## config.mk

```make
export PLATFORM = sky130hd
export DESIGN_NAME = i2s_tx_serializer_flat
export DESIGN_NICKNAME = d
export VERILOG_FILES = /design/src/rtl/i2s_tx_serializer_pkg.sv /design/src/rtl/i2s_tx_serializer_if.sv /design/src/rtl/i2s_tx_serializer_bit_timer.sv /design/src/rtl/i2s_tx_serializer.sv /design/src/flat_wrapper.sv
export SDC_FILE = /design/constraint.sdc
export NUM_CORES = 1
export LEC_CHECK = 0
export ABC_AREA = 1
export CAP_MARGIN = 20
export CORE_MARGIN = 1
export CORE_UTILIZATION = 61
export DETAILED_ROUTE_END_ITERATION = 8
export DONT_BUFFER_PORTS = 1
export PLACE_DENSITY = 0.77
export RECOVER_POWER = 100
export SETUP_SLACK_MARGIN = 0.02
export SYNTH_ARGS = -nofsm -noshare
export SYNTH_HDL_FRONTEND = slang
export SYNTH_SLANG_ARGS = --single-unit
```

## constraint.sdc

```tcl
create_clock -name AUDIO_CLK -period 2.6 [get_ports AUDIO_CLK]
set_input_delay 0.65 -clock AUDIO_CLK [delete_from_list [all_inputs] [get_ports AUDIO_CLK]]
set_output_delay 0.65 -clock AUDIO_CLK [all_outputs]
set_load 0.05 [all_outputs]
```

## src/rtl/i2s_tx_serializer_pkg.sv

```systemverilog
// Shared synth constants and the stereo frame type used by the I2S transmit path.
package i2s_tx_serializer_pkg;

  localparam int I2S_AUD_BITS  = 24;
  localparam int I2S_SLOT_BITS = 32;
  localparam int I2S_BCLK_DIV  = 4;
  localparam int FRAME_CYCLES  = I2S_BCLK_DIV * 2 * I2S_SLOT_BITS;

  typedef struct packed {
    logic [I2S_AUD_BITS-1:0] left;
    logic [I2S_AUD_BITS-1:0] right;
  } i2s_frame_t;

endpackage

```

## src/rtl/i2s_tx_serializer_if.sv

```systemverilog
// Sample hand-off between the synth engine and the I2S serializer.
interface i2s_tx_serializer_if
  import i2s_tx_serializer_pkg::*;
#(
  parameter int AUD_BIT_DEPTH = I2S_AUD_BITS
);

  // sample_strobe is a one-cycle valid with no ready: the serializer always
  // accepts it (a second strobe before use overwrites). trig is a one-cycle
  // request for the next sample, issued at each frame start.
  logic                     sample_strobe;
  logic [AUD_BIT_DEPTH-1:0] lsound_in;
  logic [AUD_BIT_DEPTH-1:0] rsound_in;
  logic                     trig;

  modport master (
    output sample_strobe,
    output lsound_in,
    output rsound_in,
    input  trig
  );

  modport slave (
    input  sample_strobe,
    input  lsound_in,
    input  rsound_in,
    output trig
  );

endinterface

```

## src/rtl/i2s_tx_serializer_bit_timer.sv

```systemverilog
// BCLK divider and bit position counter; produces BCLK/LRCK and the falling-edge strobes.
module i2s_bit_timer #(
  parameter int SLOT_BITS = 32,
  parameter int BCLK_DIV  = 4,
  parameter int BIT_W     = $clog2(2 * SLOT_BITS)
) (
  input  logic             clk,
  input  logic             rst,
  input  logic             enable,
  output logic             fall_edge,
  output logic             frame_start,
  output logic [BIT_W-1:0] bit_cnt,
  output logic             i2s_bclk,
  output logic             i2s_lrck
);

  localparam int DIV_W = $clog2(BCLK_DIV);
  localparam logic [DIV_W-1:0] BCLK_LAST = DIV_W'(BCLK_DIV - 1);
  localparam logic [DIV_W-1:0] BCLK_HALF = DIV_W'(BCLK_DIV / 2);
  localparam logic [BIT_W-1:0] BIT_LAST  = BIT_W'(2 * SLOT_BITS - 1);
  localparam logic [BIT_W-1:0] SLOT_POS  = BIT_W'(SLOT_BITS);

  logic [DIV_W-1:0] bclk_cnt;

  assign fall_edge   = enable && (bclk_cnt == '0);
  assign frame_start = fall_edge && (bit_cnt == '0);

  // While disabled the position is frozen and BCLK parks low, so resuming
  // continues the same bit without a spurious rising edge.
  always_ff @(posedge clk) begin
    if (rst) begin
      bclk_cnt <= '0;
      bit_cnt  <= '0;
      i2s_bclk <= 1'b0;
      i2s_lrck <= 1'b0;
    end else if (!enable) begin
      i2s_bclk <= 1'b0;
    end else begin
      i2s_bclk <= (bclk_cnt >= BCLK_HALF);
      if (bclk_cnt == '0) begin
        i2s_lrck <= (bit_cnt >= SLOT_POS);
      end
      if (bclk_cnt == BCLK_LAST) begin
        bclk_cnt <= '0;
        bit_cnt  <= (bit_cnt == BIT_LAST) ? '0 : bit_cnt + 1'b1;
      end else begin
        bclk_cnt <= bclk_cnt + 1'b1;
      end
    end
  end

endmodule

```

## src/rtl/i2s_tx_serializer.sv

```systemverilog
// Double-buffered I2S transmitter: captures engine samples, serializes them MSB first
// with the one-BCLK I2S delay, and requests the next sample once per frame.
module i2s_tx_serializer
  import i2s_tx_serializer_pkg::*;
#(
  parameter int AUD_BIT_DEPTH = I2S_AUD_BITS,
  parameter int SLOT_BITS     = I2S_SLOT_BITS,
  parameter int BCLK_DIV      = I2S_BCLK_DIV,
  parameter int CNT_WIDTH     = 8
) (
  input  logic                 AUDIO_CLK,
  input  logic                 reset_data,
  input  logic                 enable,
  i2s_tx_serializer_if.slave   snd,
  output logic                 i2s_bclk,
  output logic                 i2s_lrck,
  output logic                 i2s_sdata,
  output logic [CNT_WIDTH-1:0] underrun_cnt,
  output logic [CNT_WIDTH-1:0] overrun_cnt
);

  localparam int BIT_W = $clog2(2 * SLOT_BITS);
  localparam logic [CNT_WIDTH-1:0] CNT_MAX  = '1;
  localparam logic [BIT_W-1:0]     SLOT_POS = BIT_W'(SLOT_BITS);

  logic                     fall_edge;
  logic                     frame_start;
  logic [BIT_W-1:0]         bit_cnt;
  i2s_frame_t               pend_buf;
  i2s_frame_t               frame_buf;
  logic                     pend_valid;
  logic                     trig_q;
  logic                     sdata_q;
  logic                     is_right;
  logic [BIT_W-1:0]         slot_pos;
  logic [AUD_BIT_DEPTH-1:0] chan;
  logic                     next_bit;

  i2s_bit_timer #(
    .SLOT_BITS (SLOT_BITS),
    .BCLK_DIV  (BCLK_DIV),
    .BIT_W     (BIT_W)
  ) u_bit_timer (
    .clk         (AUDIO_CLK),
    .rst         (reset_data),
    .enable      (enable),
    .fall_edge   (fall_edge),
    .frame_start (frame_start),
    .bit_cnt     (bit_cnt),
    .i2s_bclk    (i2s_bclk),
    .i2s_lrck    (i2s_lrck)
  );

  // Slot position 0 carries the I2S delay bit; positions past the sample are padding.
  always_comb begin
    is_right = (bit_cnt >= SLOT_POS);
    slot_pos = is_right ? (bit_cnt - SLOT_POS) : bit_cnt;
    chan     = is_right ? frame_buf.right : frame_buf.left;
    next_bit = 1'b0;
    for (int k = 0; k < AUD_BIT_DEPTH; k++) begin
      if (slot_pos == BIT_W'(AUD_BIT_DEPTH - k)) begin
        next_bit = chan[k];
      end
    end
  end

  always_ff @(posedge AUDIO_CLK) begin
    if (reset_data) begin
      pend_buf     <= '0;
      frame_buf    <= '0;
      pend_valid   <= 1'b0;
      trig_q       <= 1'b0;
      sdata_q      <= 1'b0;
      underrun_cnt <= '0;
      overrun_cnt  <= '0;
    end else begin
      trig_q <= frame_start;
      if (fall_edge) begin
        sdata_q <= next_bit;
      end
      if (frame_start) begin
        if (pend_valid) begin
          frame_buf <= pend_buf;
        end else if (underrun_cnt != CNT_MAX) begin
          underrun_cnt <= underrun_cnt + 1'b1;
        end
      end
      // A strobe on the frame-start cycle lands after the frame has taken the
      // old contents, so it is a fresh sample rather than an overwrite.
      if (snd.sample_strobe) begin
        pend_buf.left  <= snd.lsound_in;
        pend_buf.right <= snd.rsound_in;
        pend_valid     <= 1'b1;
        if (pend_valid && !frame_start && enable && (overrun_cnt != CNT_MAX)) begin
          overrun_cnt <= overrun_cnt + 1'b1;
        end
      end else if (frame_start) begin
        pend_valid <= 1'b0;
      end
    end
  end

  assign snd.trig  = trig_q;
  assign i2s_sdata = sdata_q;

endmodule

```

## src/flat_wrapper.sv

```systemverilog
// flat-port wrapper written by rule: the top's interface ports become plain ports
module i2s_tx_serializer_flat import i2s_tx_serializer_pkg::*;
#(
  parameter int AUD_BIT_DEPTH = I2S_AUD_BITS,
  parameter int SLOT_BITS     = I2S_SLOT_BITS,
  parameter int BCLK_DIV      = I2S_BCLK_DIV,
  parameter int CNT_WIDTH     = 8
)
  (AUDIO_CLK, reset_data, enable, i2s_bclk, i2s_lrck, i2s_sdata, underrun_cnt, overrun_cnt, snd_sample_strobe, snd_lsound_in, snd_rsound_in, snd_trig);
  i2s_tx_serializer_if #(.AUD_BIT_DEPTH(AUD_BIT_DEPTH)) snd_i ();
  input  logic AUDIO_CLK;
  input  logic reset_data;
  input  logic enable;
  output logic i2s_bclk;
  output logic i2s_lrck;
  output logic i2s_sdata;
  output logic [CNT_WIDTH-1:0] underrun_cnt;
  output logic [CNT_WIDTH-1:0] overrun_cnt;
  input wire logic [$bits(snd_i.sample_strobe)-1:0] snd_sample_strobe;
  input wire logic [$bits(snd_i.lsound_in)-1:0] snd_lsound_in;
  input wire logic [$bits(snd_i.rsound_in)-1:0] snd_rsound_in;
  output wire logic [$bits(snd_i.trig)-1:0] snd_trig;
  assign snd_i.sample_strobe = snd_sample_strobe;
  assign snd_i.lsound_in = snd_lsound_in;
  assign snd_i.rsound_in = snd_rsound_in;
  assign snd_trig = snd_i.trig;
  i2s_tx_serializer #(.AUD_BIT_DEPTH(AUD_BIT_DEPTH), .SLOT_BITS(SLOT_BITS), .BCLK_DIV(BCLK_DIV), .CNT_WIDTH(CNT_WIDTH)) u_core (.AUDIO_CLK(AUDIO_CLK), .reset_data(reset_data), .enable(enable), .snd(snd_i), .i2s_bclk(i2s_bclk), .i2s_lrck(i2s_lrck), .i2s_sdata(i2s_sdata), .underrun_cnt(underrun_cnt), .overrun_cnt(overrun_cnt));
endmodule
```

==> results.ini <==
[power_and_ir_drop]
p_total_w=0.00459
internal-power_w=0.00339
p_sw_w=0.00119
powerDensity_nw_per_um2=770
netSwitchingFraction=0.260
power.leakage_nw=2.27
pwr-share-comb=0.061
clkPwrFrac=0.488
worst_ir_drop_vdd_mv=0.486
seqPwrFrac=0.452

[detailed_routing]
wl_um=12100
antenna_left=0
num_vias=4705
first_pass_iters=6
drc=0
via_per_inst=5.55
first_iter_violations=211
wl_per_cell_um=14.3

[timing]
setup_violations=0
fin_skew_ps=18.3
slew_headroom=0.350
setup_tns_ps=0
fmax_mhz=419
period_needed_ps=2390
hold_viol=0
slew_viol_final=0
fin_crit_sh=0.918
rsz0062_at_grt=no
worst_slew_pin_slew_ps=975

[yosys]
synth_edf_count=0
ys_top_cells_by_area=dfxtp_1, nor2_1, o21ai_0
synth_nets=789
syn_avg_cell_area_um2=7.26
synth-async-reset-ratio=0
yosysMostFrequentCell=nor2_1
ys.flop_type=dfxtp_1
synthDistinctLibCells=30
netlist_instances=728
synthTopCellsByCount=nor2_1, dfxtp_1, nand2_1, o21ai_0, a21oi_1
synthesis.area_um2=5290
ys_seq_elements=125
yosys_warnings=0
synth.top_cell.area_share=0.473
seq_area_frac_synth=0.473
yosysTopAreaCell=dfxtp_1

[critical_path]
crit_path_cell_trace=inv_1 > ha_1 > inv_2 > nor3_2 > nand2_1 > inv_2 > nor2_4 > inv_2 > nor4_4 > buf_4 > inv_1 > nor3_1 > a21oi_1 > nor3_1
critPathCaptureType=register
critPathTopFamily=simple AND/OR/NAND/NOR gates
cp.required_ps=3020
crit_type=register to register
cp_max_fo=6
critPathSlowestCell=dfxtp_1
cp_common_cell=inv_2
path_buf_inv=6
max_stage_delay_ps=370
cp.arrival_ps=2810
worst_setup_path_start_kind=register

[placement]
dpl-instance-area_um2=5450
numPortBuffers=0
dp_hpwl_um=8280
place_congestion=0.872
dp_cells=817

[cells_and_area]
fin_cells=848
drive_gt1_frac=0.0888
insertedDiodeCount=0
area.growth.synth_to_final_pct=12.7
design_area_um2=5960
layout.nets=792
final_util=0.718

[job]
cap_violations=0

[cts]
cts_made_buffers=17
cts_max_level=4
clock_path_buffers=2
clk_latency_ps=520
cts.clk_slew.worst_paths_ps=70
cts-root-buf=clkbuf_8
postCtsHoldBufs=0
cts_tree=built
numClockSinks=125

[global_route]
grt_overflow_total=0
grtUsageTotal=0.285
antenna_found_initial=0
grt_pass1_wl_um=20100
grt_max_degree=50
grt_pass1_vias=4385

[floorplanning]
top_level_ports=72
die_y_um=95.1
dieArea_um2=9040
rows=33
core_um2=8300
die_w_um=95.1
start_util=0.637

[run_status]
status=complete, no violations

[min_path]
hp-class=input pin to register

stage by stage:
| step | setup slack [ps] | hold WS (ps) |
|---|---|---|
| 4_1_cts | 248 | 186 |
| 5_1_grt | 15.3 | 180 |
| 2_1_floorplan | 391 | 424 |
| 6_report | 212 | 213 |
| 3_5_place_dp | 268 | 443 |
| 3_3_place_gp | 370 | 441 |
worst reg2reg max path: stages, from the launching register on:
cell and delay, ps:
dfxtp_1 370, inv_1 110, ha_1 220, inv_2 120, nor3_2 70, nand2_1 140
inv_2 70, nor2_4 80, inv_2 50, nor4_4 260, buf_4 200, inv_1 90
nor3_1 220, a21oi_1 110, nor3_1 180
power groups by stage:
stage,logic (W),clock network [W],registers [W]
after floorplan,0.000217,0,0.00211
final,0.000278,0.00224,0.00207
after global placement,0.000269,0,0.00211
after detailed placement,0.000280,0,0.00211
after global routing,0.000315,0.00235,0.00208
after CTS,0.000284,0.00226,0.00207
cells by family (layout without fill, tap and decap cells):
logic type | after synthesis | in the layout | synth area share
compound gates | 189 | 189 | 0.187
fa+ha+maj | 9 | 9 | 0.0213
flops | 125 | 125 | 0.473
simple gates | 297 | 297 | 0.240
buf+inv | 108 | 123 | 0.0783
registers in the layout (all words and copies together), names as in the netlist:
signal / cells
u_core.frame_buf: 48
u_core.i2s_sdata: 1
u_core.overrun_cnt: 8
u_core.pend_buf: 48
u_core.pend_valid: 1
u_core.snd.trig: 1
u_core.u_bit_timer.bclk_cnt: 2
u_core.u_bit_timer.bit_cnt: 6
u_core.u_bit_timer.i2s_bclk: 1
u_core.u_bit_timer.i2s_lrck: 1
u_core.underrun_cnt: 8
layout by cell type (no fill, tap or decap):
| cell | n |
|---|---|
| nor2_1 | 136 |
| dfxtp_1 | 125 |
| nand2_1 | 96 |
| o21ai_0 | 96 |
| a21oi_1 | 76 |
| inv_1 | 55 |
| nand3_1 | 31 |
| nor3_1 | 16 |
| clkbuf_16 | 16 |
| clkbuf_1 | 13 |
| inv_2 | 10 |
| buf_4 | 10 |
| ha_1 | 9 |
| inv_6 | 8 |
| a31oi_1 | 5 |
| nor4_1 | 4 |
| nor2_2 | 3 |
| nor3_2 | 3 |
| a2111oi_0 | 3 |
| o21a_1 | 3 |
| a211oi_1 | 2 |
| nor2_4 | 2 |
| nor3b_1 | 2 |
| clkinvlp_4 | 2 |
| inv_8 | 2 |
| clkbuf_2 | 2 |
| nand2_2 | 1 |
| clkinv_1 | 1 |
| o211ai_1 | 1 |
| a22oi_1 | 1 |
| nor4_4 | 1 |
| nand4_2 | 1 |
| o221a_1 | 1 |
| nor3_4 | 1 |
| a221oi_1 | 1 |
| clkbuf_8 | 1 |
| bufinv_16 | 1 |
| clkinv_4 | 1 |
| clkbuf_4 | 1 |
layout make-up:
type                       instances  area, um2
clock buffer                      17        414
clock inverter                    14        146
fill                             693       2340
inverter                          66        248
multi-input combinational        495       2380
sequential                       125       2500
tap                              105        131
timing repair buffer              26        141
layer usage:
| metal | track usage | part of all wire | vias to the layer above |
|---|---|---|---|
| met5 | 0 | 0 | - |
| met3 | 0.0742 | 0.053 | 10 |
| met1 | 0.364 | 0.47 | 2163 |
| met4 | 0.0808 | 0.0092 | 0 |
| li1 | - | - | 2396 |
| met2 | 0.474 | 0.47 | 136 |
path summary, 6_finish.rpt:
check                                                    from                    end  slack [ps]  depth (start not counted)
worst min register to register           u_core.frame_buf[12]   u_core.frame_buf[12]         460                          2
worst max-delay path            u_core.u_bit_timer.bit_cnt[0]  u_core.overrun_cnt[4]         210                         14
worst max register to register  u_core.u_bit_timer.bit_cnt[0]  u_core.overrun_cnt[4]         210                         14
worst min-delay path                               reset_data    u_core.frame_buf[0]         210                          1
repair_timing:
item                                    CTS  global route
setup buffers                             0             0
gates resized for setup                   0             2
endpoints found under the setup margin    0             3
(Power assumes the default switching activity.)
